===== config.mk =====
export PLATFORM = sky130hd
export DESIGN_NAME = spike_event_encoder
export DESIGN_NICKNAME = d
export VERILOG_FILES = /design/src/rtl/spike_event_encoder.sv
export SDC_FILE = /design/constraint.sdc
export NUM_CORES = 1
export LEC_CHECK = 0
export ABC_AREA = 1
export CORE_AREA = 3 3 96 98
export CTS_BUF_LIST = sky130_fd_sc_hd__clkbuf_4 sky130_fd_sc_hd__clkbuf_8
export DETAILED_ROUTE_END_ITERATION = 12
export DIE_AREA = 0 0 99 101
export GPL_TIMING_DRIVEN = 0
export PLACE_DENSITY = 0.87
export SKIP_LAST_GASP = 1
export SYNTH_ARGS = -nofsm -noshare
export SYNTH_HDL_FRONTEND = slang
export SYNTH_SLANG_ARGS = --single-unit

===== constraint.sdc =====
create_clock -name clk -period 3.5 [get_ports clk]
set_clock_uncertainty 0.05 [all_clocks]
set_input_delay 0.7 -clock clk [delete_from_list [all_inputs] [get_ports clk]]
set_output_delay 0.7 -clock clk [all_outputs]
set_load 0.01 [all_outputs]

===== src/rtl/spike_event_encoder.sv =====
// Spike edge -> timestamped event encoder: refractory filter, FWFT FIFO, valid/ready out.
// Optional macro SPIKE_DROP_CNT_EN adds a saturating drop_cnt output.
module spike_event_encoder #(
  parameter int TS_W    = 16,
  parameter int DEPTH   = 4,
  parameter int REFRACT = 8
) (
  input  logic                     clk,
  input  logic                     rst_n,
  input  logic                     spike_in,
  input  logic                     ovf_clr,
  input  logic                     event_ready,
  output logic                     event_valid,
  output logic [TS_W-1:0]          event_ts,
  output logic [$clog2(DEPTH):0]   fifo_level,
  output logic                     ovf
`ifdef SPIKE_DROP_CNT_EN
  ,
  output logic [7:0]               drop_cnt
`endif
);

  localparam int AW = $clog2(DEPTH);
  localparam int LW = AW + 1;
  localparam int RW = (REFRACT > 0) ? $clog2(REFRACT + 1) : 1;

  logic [TS_W-1:0] ts_q, ts_d;
  logic            spike_prev_q;
  logic [RW-1:0]   refr_q, refr_d;
  logic [AW-1:0]   wr_ptr_q, wr_ptr_d, rd_ptr_q, rd_ptr_d;
  logic [LW-1:0]   level_q, level_d;
  logic            ovf_q, ovf_d;
  logic [TS_W-1:0] head_q, head_d;
  logic [TS_W-1:0] mem_q [DEPTH];

  logic edge_det, accept, reject, pop, push, full, drop_full;

  assign edge_det  = spike_in & ~spike_prev_q;
  assign accept    = edge_det && (refr_q == '0);
  assign reject    = edge_det && (refr_q != '0);
  assign full      = (level_q == LW'(DEPTH));
  assign pop       = event_valid & event_ready;
  assign push      = accept && (!full || pop);
  assign drop_full = accept && full && !pop;

  always_comb begin
    ts_d     = ts_q + TS_W'(1);
    wr_ptr_d = push ? wr_ptr_q + AW'(1) : wr_ptr_q;
    rd_ptr_d = pop  ? rd_ptr_q + AW'(1) : rd_ptr_q;

    level_d = level_q;
    case ({push, pop})
      2'b10:   level_d = level_q + LW'(1);
      2'b01:   level_d = level_q - LW'(1);
      default: level_d = level_q;
    endcase

    refr_d = refr_q;
    if (accept)
      refr_d = RW'(REFRACT);
    else if (refr_q != '0)
      refr_d = refr_q - RW'(1);

    ovf_d = ovf_q;
    if (drop_full)
      ovf_d = 1'b1;
    else if (ovf_clr)
      ovf_d = 1'b0;

    // Head register tracks the entry that will be at rd_ptr next cycle,
    // bypassing the write when that slot is being filled right now.
    head_d = head_q;
    if (level_d != '0) begin
      if (push && (wr_ptr_q == rd_ptr_d))
        head_d = ts_q;
      else
        head_d = mem_q[rd_ptr_d];
    end
  end

  always_ff @(posedge clk) begin
    if (push)
      mem_q[wr_ptr_q] <= ts_q;
  end

  always_ff @(posedge clk or negedge rst_n) begin
    if (!rst_n) begin
      ts_q         <= '0;
      spike_prev_q <= 1'b0;
      refr_q       <= '0;
      wr_ptr_q     <= '0;
      rd_ptr_q     <= '0;
      level_q      <= '0;
      ovf_q        <= 1'b0;
      head_q       <= '0;
    end else begin
      ts_q         <= ts_d;
      spike_prev_q <= spike_in;
      refr_q       <= refr_d;
      wr_ptr_q     <= wr_ptr_d;
      rd_ptr_q     <= rd_ptr_d;
      level_q      <= level_d;
      ovf_q        <= ovf_d;
      head_q       <= head_d;
    end
  end

  assign event_valid = (level_q != '0);
  assign event_ts    = head_q;
  assign fifo_level  = level_q;
  assign ovf         = ovf_q;

`ifdef SPIKE_DROP_CNT_EN
  logic [7:0] drop_q, drop_d;
  logic       lost;

  assign lost = reject | drop_full;

  // A loss in the clearing cycle still counts, so the count restarts at 1.
  always_comb begin
    drop_d = drop_q;
    if (ovf_clr)
      drop_d = lost ? 8'd1 : 8'd0;
    else if (lost && (drop_q != 8'hFF))
      drop_d = drop_q + 8'd1;
  end

  always_ff @(posedge clk or negedge rst_n) begin
    if (!rst_n)
      drop_q <= '0;
    else
      drop_q <= drop_d;
  end

  assign drop_cnt = drop_q;
`endif

endmodule

Yosys cells after proc, flatten, opt, wreduce, memory -nomap -nowiden
Memory sizes are Yosys's and may differ from the RTL's. A register that Yosys moved wholly into a read port is not among the register bits.
Index checks and enable logic that the tools add are counted.

word-level totals
  word-level logic and storage cells = 42
  bits in writable memories = 64
  bits in registers = 29
  memories = 1

operators by class
  add/subtract/negate cells = 6
  muxes and demuxes = 8
  equality and inequality tests = 3
  reductions and logical operators = 14
  bitwise operators = 3

memory list
  memory  words  width  read ports  clocked after Yosys merged registers in  wr ports  line  RTL
  mem_q   4      16     1           1                                        1         34    logic [TS_W-1:0] mem_q [DEPTH];

operators by type and width
  cell                   number
  $add 16x1->16 const B  1
  $mux 4                 2
  $pmux 3 s2             1
  $reduce_bool 3->1      2
  $add 2x1->2 const B    2
  $logic_and 1x1->1      4
  $logic_not 4->1        1
  $mux 1                 4
  $reduce_bool 2->1      2
  $reduce_bool 4->1      1
  $sub 4x1->4 const B    1
  $add 3x1->3 const B    1
  $eq 3x3->1 const B     1
  $logic_not 1->1        3
  $sub 3x1->3 const B    1
  $and 1x1->1            2
  $eq 2x1->1 const B     1
  $eq 2x2->1 const B     1
  $mux 2                 1
  $logic_or 1x1->1       1
  $not 1->1              1

Logic depth before layout (Yosys ltp)
  depth after elaboration = 7
  gate-level depth with buffers = 16

Least setup slack after synthesis
Ideal clock, no wire load.

  path kind = input to register
  from = input port spike_in
  to = memory mem_q[0][0] (enable)
  path buffers = 1
  data arrival time = 2.251 ns
  setup slack = 0.810 ns
  required time = 3.061 ns
  cell stages on the path = 7
  cells stage by stage = nand2_1 nor2_4 inv_1 nor2_1 buf_2 inv_1 nor2_1

on the way
  longest elaborated chain between the ends = 5

RTL lines
  item                          line  RTL
  start, declared               10    input logic spike_in,
  $and 1x1->1                   38    assign edge_det = spike_in & ~spike_prev_q;
  $logic_and 1x1->1             39    assign accept = edge_det && (refr_q == '0);
  $logic_and 1x1->1             43    assign push = accept && (!full || pop);
  $mux 1                        82    if (push)
  $mux 1 (not written as such)  83    mem_q[wr_ptr_q] <= ts_q;
  end, declared                 34

No other way between the ends.

Worst setup path in the final report
  from = input port spike_in
  to = memory mem_q[3][6] (enable)

The elaborated chain is that of the path after synthesis.

==> results.ini <==
[yosys]
synth_cell_types=28
synth_fa_ha_area_frac=0.0185
seq_area_frac_synth=0.593
yosys_register_bits=109
synth_warnings=0
syn_inst=538
muxShareOfSynthArea=0
synthSimpleGateAreaFrac=0.266
synthXorXnorAreaFrac=0.0273
avgSynthCellArea_um2=9.56
synth-compound-area-share=0.00657
syn_area_um2=5140
synthesis.nets=550
synth_top_family_by_area=simple AND/OR/NAND/NOR gates

[worst_setup_path]
cp.required_ns=3.54
setup.worst_path.class=in2reg
path_max_fanout=10
cp-startpoint=spike_in
crit_arrival_ns=3.17
endpoint_kind=register
critPathLaunchType=primary input
reg2reg_from=refr_q[0]$_DFFE_PN0P_

[drt]
via_count=3755
drt-total-wl_um=10500
wl_per_cell_um=15.2
drtIter0Drc=216
routed_via_density=5.45
post-route-drc-count=0
ant_nets=0
dr.pass1.iters=5

[die]
coreArea_um2=8550
row_count=34
die_area_um2=10000
num_io_pins=26
fp.dieH_um=101
die_w_um=99
initial_core_util=0.601

[finish]
drive_gt1_frac=0.0998
seqCellArea_um2=3050
final_common_cell=nand2_1
final_util=0.678
finalNonFillerCells=689
layout_common_cells=nand2_1 (137), nand3_1 (95), inv_1 (91)
final_nets=588
syn_to_final_growth_pct=12.7
nFillCells=630
multiInputGateArea_um2=1640
n_antenna_cell=0

[clock_tree]
cts_buffer_depth=2
clk_pin_slew_ns=0.10
clock_sinks=109
cts_buffers=9
cts_hold_buf=0
htreeDepth=3
root_buffer=clkbuf_8
clk_latency_ns=0.38
cts_tree=yes

[timing]
finalHoldViolations=0
tightest_slew_ns=0.901
relSlewSlack=0.399
period_share=0.892
post-route-min-period_ns=3.12
slew_violations=0
setup_viol=0
fmax_mhz=320
fin_hold_ws_ns=0.240
rsz0062_at_grt=no

[placed_design]
dpl.hpwl_um=7500
portBuffers=25
place_inst=673
gp_congestion=0.908

[global_routing]
grt_max_degree=26
grt_pass1_wl_um=17700
grt_usage=0.226
grt_overflow=0
antenna_found_initial=0
grt_pass1_vias=3792

[job]
maxCapViolCount=0

[pwr]
cellPowerDensity_nw_per_um2=794
peakVddDrop_uv=357
power.leakage_nw=2.76

[status]
status=complete, no violations

[min_path]
hp-class=in2async

[cell usage after synthesis]
cell,count,area share
inv_1,91,0.066
nor2_8,1,0.0039
buf_6,2,0.0044
buf_2,10,0.0097
nand2_1,137,0.10
ha_1,6,0.015
nor2_2,1,0.0012
edfxtp_1,64,0.37
fa_1,1,0.0039
clkinv_1,1,0.00073
nor2_1,15,0.011
nand2_2,7,0.0085
nor2_4,1,0.0022
xor2_1,12,0.020
inv_2,2,0.0015
nand3_4,1,0.0034
buf_4,2,0.0029
nand3_1,95,0.092
o22ai_1,1,0.0012
dfrtp_1,45,0.22
o21ai_0,4,0.0039
xnor2_1,4,0.0068
nand2_4,8,0.018
clkbuf_1,5,0.0037
nor3_1,3,0.0029
a21boi_0,1,0.0015
nand4_1,17,0.021
nand3_2,1,0.0019
[report_power, final]
group	total [mW]	switching (mW)	internal, mW
sequential	1.65	0.113	1.54
clock	0.828	0.473	0.354
combinational	2.12	1.35	0.772
[cell families (layout without fill, tap and decap cells)]
family          count (synthesis)  after routing
buf+inv                       113            156
compound gates                  6              6
simple gates                  287            287
flops                         109            109
fa+ha+maj                       7              7
xor+xnor                       16             16
[registers in the layout (all words and copies together), names as in the netlist]
register,cells
fifo_level,3
event_ts,16
mem_q,64
ts_q,16
wr_ptr_q,2
ovf,1
refr_q,4
rd_ptr_q,2
spike_prev_q,1
[through the flow]
stage          TNS, ns  total power, mW  area (um2)  setup WS (ns)
6_report             0             4.60        5800          0.377
5_1_grt              0             4.94        5800          0.234
4_1_cts              0             4.59        5790         0.0112
3_5_place_dp    -18.05             3.76        5570         -0.388
3_3_place_gp    -16.44             3.65        5530         -0.316
2_1_floorplan        0             3.12        5140          0.810
[path summary, 6_finish.rpt]
kind,to,slack [ns],cells past startpoint
max,mem_q[3][6]$_DFFE_PP_,0.38,9
min in group clk,event_ts[4]$_DFFE_PN0P_,0.48,2
min reg2reg,event_ts[4]$_DFFE_PN0P_,0.48,2
min,event_ts[1]$_DFFE_PN0P_,0.24,1
max in group asynchronous,rd_ptr_q[1]$_DFF_PN0_,2.67,2
max reg2reg,mem_q[3][6]$_DFFE_PP_,0.46,10
[layer usage]
layer | GRT usage | vias to the layer above | part of all wire
li1 | - | 1808 | -
met3 | 0.0422 | 19 | 0.059
met5 | 0 | - | 0
met4 | 0.0914 | 0 | 0.014
met2 | 0.390 | 141 | 0.52
met1 | 0.282 | 1787 | 0.41
[timing repair]
action                     4_1_cts  5_1_grt
gates resized for setup          1        0
setup endpoints to repair        6        0
buffers inserted                 0        0
[worst max-delay path: stages]
cell and delay (ns):
clkdlybuf4s50_1 0.47, nand2_1 0.11, nor2_4 0.15, inv_1 0.11, nor2_1 0.33, buf_2 0.31, inv_1 0.16, nor2_1 0.58
buf_8 0.23
[final cells by class]
| type | instances | share of cell area |
|---|---|---|
| clock buffers | 9 | 0.0214 |
| clock inverters | 7 | 0.0173 |
| well taps | 108 | 0.0233 |
| multi-input cells | 316 | 0.283 |
| plain buffers | 19 | 0.0183 |
| repair buffers | 27 | 0.0496 |
| flip-flops and latches | 109 | 0.526 |
| inverters | 94 | 0.0609 |
Power figures use the tool's default switching activity.
